## src/rtl/cpu_pkg.sv

```systemverilog
// Shared CPU definitions: bus widths, instruction layout and the fetch-state encoding.
// Used by the instruction fetch unit and any decode logic that consumes its output.
package cpu_pkg;

    localparam int ADDR_W  = 14;
    localparam int INSTR_W = 16;

    // Opcode occupies the top nibble of every instruction word.
    localparam int OPC_MSB = 15;
    localparam int OPC_LSB = 12;
    localparam int OPC_W   = OPC_MSB - OPC_LSB + 1;

    typedef enum logic [1:0] {
        S_HI   = 2'd0,
        S_LO   = 2'd1,
        S_CAP  = 2'd2,
        S_HOLD = 2'd3
    } fetch_state_t;

    function automatic logic [OPC_W-1:0] opcode_of(input logic [INSTR_W-1:0] instr_word);
        return instr_word[OPC_MSB:OPC_LSB];
    endfunction

endpackage

```

## src/rtl/instr_fetch.sv

```systemverilog
// Byte-wide instruction fetch: reads two big-endian bytes per 16-bit instruction,
// presents it to control with a valid/ready handshake and honours redirects.
module instr_fetch #(
    parameter int                ADDR_W   = cpu_pkg::ADDR_W,
    parameter logic [ADDR_W-1:0] RESET_PC = '0
) (
    input  logic                        clk,
    input  logic                        reset_n,
    output logic [ADDR_W-1:0]           mem_addr,
    output logic                        mem_rd_en,
    input  logic [7:0]                  mem_rdata,
    input  logic                        redirect,
    input  logic [ADDR_W-1:0]           redirect_addr,
    output logic [cpu_pkg::INSTR_W-1:0] instr,
    output logic [ADDR_W-1:0]           instr_pc,
    output logic                        instr_valid,
    input  logic                        instr_ready,
    output logic [15:0]                 fetch_count
);
    import cpu_pkg::*;

    localparam logic [ADDR_W-1:0] RESET_PC_EVEN = {RESET_PC[ADDR_W-1:1], 1'b0};
    localparam logic [ADDR_W-1:0] PC_STEP       = {{(ADDR_W-2){1'b0}}, 2'b10};

    fetch_state_t         r_state;
    logic [ADDR_W-1:0]    r_pc;
    logic [7:0]           r_hi_byte;
    logic [INSTR_W-1:0]   r_instr;
    logic [ADDR_W-1:0]    r_instr_pc;
    logic                 r_valid;
    logic [15:0]          r_count;

    logic                 w_handshake;
    logic [ADDR_W-1:0]    w_redirect_pc;
    logic [ADDR_W-1:0]    w_mem_addr;

    // Valid is only ever high in S_HOLD, so this also qualifies the state.
    assign w_handshake   = r_valid & instr_ready;
    assign w_redirect_pc = {redirect_addr[ADDR_W-1:1], 1'b0};

    always_comb begin
        w_mem_addr = r_pc;
        if (r_state == S_LO) begin
            w_mem_addr = {r_pc[ADDR_W-1:1], 1'b1};
        end
    end

    assign mem_addr  = w_mem_addr;
    assign mem_rd_en = reset_n & ((r_state == S_HI) | (r_state == S_LO));

    always_ff @(posedge clk or negedge reset_n) begin
        if (!reset_n) begin
            r_state    <= S_HI;
            r_pc       <= RESET_PC_EVEN;
            r_hi_byte  <= '0;
            r_instr    <= '0;
            r_instr_pc <= '0;
            r_valid    <= 1'b0;
            r_count    <= '0;
        end else begin
            // A handshake counts even when a redirect lands in the same cycle.
            if (w_handshake) begin
                r_count <= r_count + 16'd1;
            end

            if (redirect) begin
                r_pc    <= w_redirect_pc;
                r_valid <= 1'b0;
                r_state <= S_HI;
            end else begin
                case (r_state)
                    S_HI: begin
                        r_state <= S_LO;
                    end
                    S_LO: begin
                        r_hi_byte <= mem_rdata;
                        r_state   <= S_CAP;
                    end
                    S_CAP: begin
                        r_instr    <= {r_hi_byte, mem_rdata};
                        r_instr_pc <= r_pc;
                        r_valid    <= 1'b1;
                        r_state    <= S_HOLD;
                    end
                    S_HOLD: begin
                        if (w_handshake) begin
                            r_valid <= 1'b0;
                            r_pc    <= r_pc + PC_STEP;
                            r_state <= S_HI;
                        end
                    end
                    default: begin
                        r_state <= S_HI;
                    end
                endcase
            end
        end
    end

    assign instr       = r_instr;
    assign instr_pc    = r_instr_pc;
    assign instr_valid = r_valid;
    assign fetch_count = r_count;

endmodule

```

## config.mk

```make
export PLATFORM = sky130hd
export DESIGN_NAME = instr_fetch
export DESIGN_NICKNAME = d
export VERILOG_FILES = /design/src/rtl/cpu_pkg.sv /design/src/rtl/instr_fetch.sv
export SDC_FILE = /design/constraint.sdc
export NUM_CORES = 1
export LEC_CHECK = 0
export CAP_MARGIN = 10
export CORE_AREA = 2 2 81 83
export DETAILED_ROUTE_END_ITERATION = 7
export DIE_AREA = 0 0 83 85
export GPL_TIMING_DRIVEN = 0
export HOLD_SLACK_MARGIN = 0.03
export PLACE_DENSITY = 0.92
export SLEW_MARGIN = 20
export SYNTH_ARGS = -nofsm -noshare
export SYNTH_HDL_FRONTEND = slang
export SYNTH_SLANG_ARGS = --single-unit
export TNS_END_PERCENT = 20
```

## constraint.sdc

```tcl
create_clock -name clk -period 5.44 [get_ports clk]
set_clock_uncertainty 0.2 [all_clocks]
set_input_delay 0.544 -clock clk [delete_from_list [all_inputs] [get_ports clk]]
set_output_delay 0.544 -clock clk [all_outputs]
set_load 0.01 [all_outputs]
```

==> flow_summary.yaml <==
status:
  outcome: "completed"
place:
  globalplace.congestion: 0.774
  dp.final_hpwl_mm: 4.60
  place.port_buffers: 85
  place_area_mm2: 0.00403
timing:
  fin_setup_tns_ps: 0
  slew_headroom: 0.650
  holdWs_ps: 280
  max_freq_ghz: 0.326
  post-route-period-util: 0.565
  rsz0062_at_grt: "false"
  drv_slew: 0
  final.min_clock_period_ps: 3070
  hold_viol: 0
  setup_viol: 0
  worstMarginPinSlew_ps: 524
final_layout:
  utilization: 0.695
  area_delta_synth_final_pct: 41.0
  final_nets: 372
  final_area_mm2: 0.00431
  antenna_cells: 0
  nFillCells: 453
  drive_above_1_share: 0.198
setup_path:
  crit_arrival_ps: 2330
  cp_top_family: "buffers and inverters"
  crit_required_ps: 4700
  cpPeakStageDelay_ps: 530
  worst-setup-path-type: "input pin to output pin"
  crit_path_end_kind: "output pin"
  slowest_stage: "clkdlybuf4s50_1"
  critical_path_buf_inv_count: 4
  crit_fanout: 58
  path_cells: "dlygate4sd3_1 > buf_4 > buf_16 > o21a_1 > clkdlybuf4s50_1"
  startpoint_type: "input pin"
yosys:
  avgSynthCellArea_um2: 12.7
  ys_async_sr_fraction: 1.00
  synth_warnings: 0
  yosysUniqueCellTypes: 35
  ys_seq_elements: 69
  syn_inst: 241
  synth_top_flop_cell: "dfrtp_1"
  syn_area_mm2: 0.00306
  synth_fp_nets: 274
  synth_edf_count: 0
  ys_seq_area_frac: 0.565
detailed_routing:
  wl_per_cell_um: 15.2
  num_vias: 2166
  wl_mm: 6.38
  drc: 0
  first_pass_iters: 4
  postRouteAntennaNets: 0
  viasPerCell: 5.14
  first_iter_violations: 100
floorplanning:
  die_x_um: 83
  io_pins: 88
  fp.dieH_um: 85
  start_util: 0.493
  coreArea_mm2: 0.00620
  rows: 29
  dieArea_mm2: 0.00706
clock_tree:
  post_cts_resize_count: 0
  cts_root_buf: "clkbuf_8"
  clock_latency_ps: 340
  cts_buffer_depth: 2
  h-tree-depth: 3
  clkTransAtPathRegs_ps: 80
  cts_made_buffers: 9
  cts_tree: "built"
  clock_sinks: 69
pwr:
  combinationalPowerShare: 0.308
  p_leak_nw: 1.81
  sw_frac_of_total: 0.271
  irDropWorstVdd_uv: 317
  p_sw_mw: 0.520
  powerDensity_mw_per_mm2: 446
  p_clk_frac: 0.287
  p_int_mw: 1.40
  seq_power_share: 0.405
run:
  drv_cap: 0
min_path:
  hp-class: "flop to flop"
global_route:
  antenna_found_initial: 0
  grt_pass1_wl_mm: 10.8
  grt_max_degree: 59
  overflow: 0
  track_usage: 0.194
  grt_pass1_vias: 2286
[timing repair]
action | CTS | global route
hold buffers | 1 | 0
buffers inserted | 0 | 0
hold endpoints to repair | 12 | 0
[power by group through the flow]
| stage | Combinational, mW | Clock [mW] | Sequential, mW |
|---|---|---|---|
| after detailed placement | 0.598 | 0 | 0.790 |
| after CTS | 0.602 | 0.561 | 0.779 |
| after floorplan | 0.200 | 0 | 0.833 |
| after global routing | 0.636 | 0.590 | 0.802 |
| final | 0.592 | 0.551 | 0.778 |
| after global placement | 0.579 | 0 | 0.777 |
[placed cells by master (no fill, tap or decap), drive strengths merged, types with 7 or more instances in the layout]
cell type / Yosys / final
nor2: 7 / 7
inv: 6 / 7
clkbuf: 5 / 14
nand2: 22 / 22
o21ai: 12 / 12
nand4: 9 / 9
clkdlybuf4s50: 0 / 84
mux2: 37 / 37
nand3: 10 / 10
xnor2: 23 / 23
ha: 7 / 7
buf: 5 / 7
dfrtp: 69 / 69
[layer usage]
metal	routed length [um]	part of all wire	track usage
met4	52	0.0081	0.0700
met2	3140	0.49	0.316
met1	2880	0.45	0.248
met3	307	0.048	0.0584
met5	0	0	0
[stage by stage]
stage / power [mW] / cells / setup WS (ps)
3_5_place_dp: 1.39 / 404 / 2890
6_report: 1.92 / 421 / 2370
3_3_place_gp: 1.36 / 403 / 610
4_1_cts: 1.94 / 421 / 2340
2_1_floorplan: 1.03 / 241 / 3610
5_1_grt: 2.03 / 421 / 2240
[synth_stat cells (4+ instances only)]
master / instances / area [um^2]
nor3_1: 4 / 20.0
nor2_1: 6 / 22.5
dfrtp_1: 69 / 1730
nand4_1: 7 / 43.8
clkbuf_1: 5 / 18.8
o21ai_1: 4 / 20.0
buf_2: 4 / 20.0
o21ai_0: 8 / 40.0
nand3_1: 8 / 40.0
nand2_1: 22 / 82.6
ha_1: 7 / 87.6
xnor2_1: 23 / 201
inv_1: 6 / 22.5
mux2_2: 36 / 405
[cells by family after synthesis]
| kind of cell | share of synthesized area |
|---|---|
| flops | 0.565 |
| simple gates | 0.137 |
| mux | 0.140 |
| xor+xnor | 0.0745 |
| compound gates | 0.0319 |
| buf+inv | 0.0225 |
| fa+ha+maj | 0.0286 |
| other cells | 0.00123 |
[worst paths after layout]
path	cells after the start	endpoint	slack (ps)	start
setup / recovery	5	mem_rd_en	2370	reset_n
hold / removal	1	fetch_count[15]$_DFFE_PN0P_	280	fetch_count[15]$_DFFE_PN0P_
setup reg to reg	5	r_pc[9]$_DFFE_PN0P_	3420	r_state[0]$_DFFE_PN0P_
hold reg to reg	1	fetch_count[15]$_DFFE_PN0P_	280	fetch_count[15]$_DFFE_PN0P_
max in group asynchronous	3	r_pc[3]$_DFFE_PN0P_	4130	reset_n
min in group asynchronous	2	fetch_count[15]$_DFFE_PN0P_	390	reset_n
[sequential cells by signal, indices dropped and copies added (netlist names)]
name and count:
r_pc 13, fetch_count 16, instr_valid 1, instr 16, r_hi_byte 8, r_state 2
instr_pc 13
[layout make-up]
class | count | area [um^2] | area share
flip-flops and latches | 69 | 1730 | 0.401
multi-input cells | 156 | 1260 | 0.293
repair buffers | 87 | 886 | 0.206
clock inverters | 7 | 146 | 0.0340
clock buffers | 9 | 124 | 0.0287
well taps | 77 | 96.3 | 0.0224
plain buffers | 10 | 46.3 | 0.0107
inverters | 6 | 22.5 | 0.00522
(Power assumes the default switching activity.)
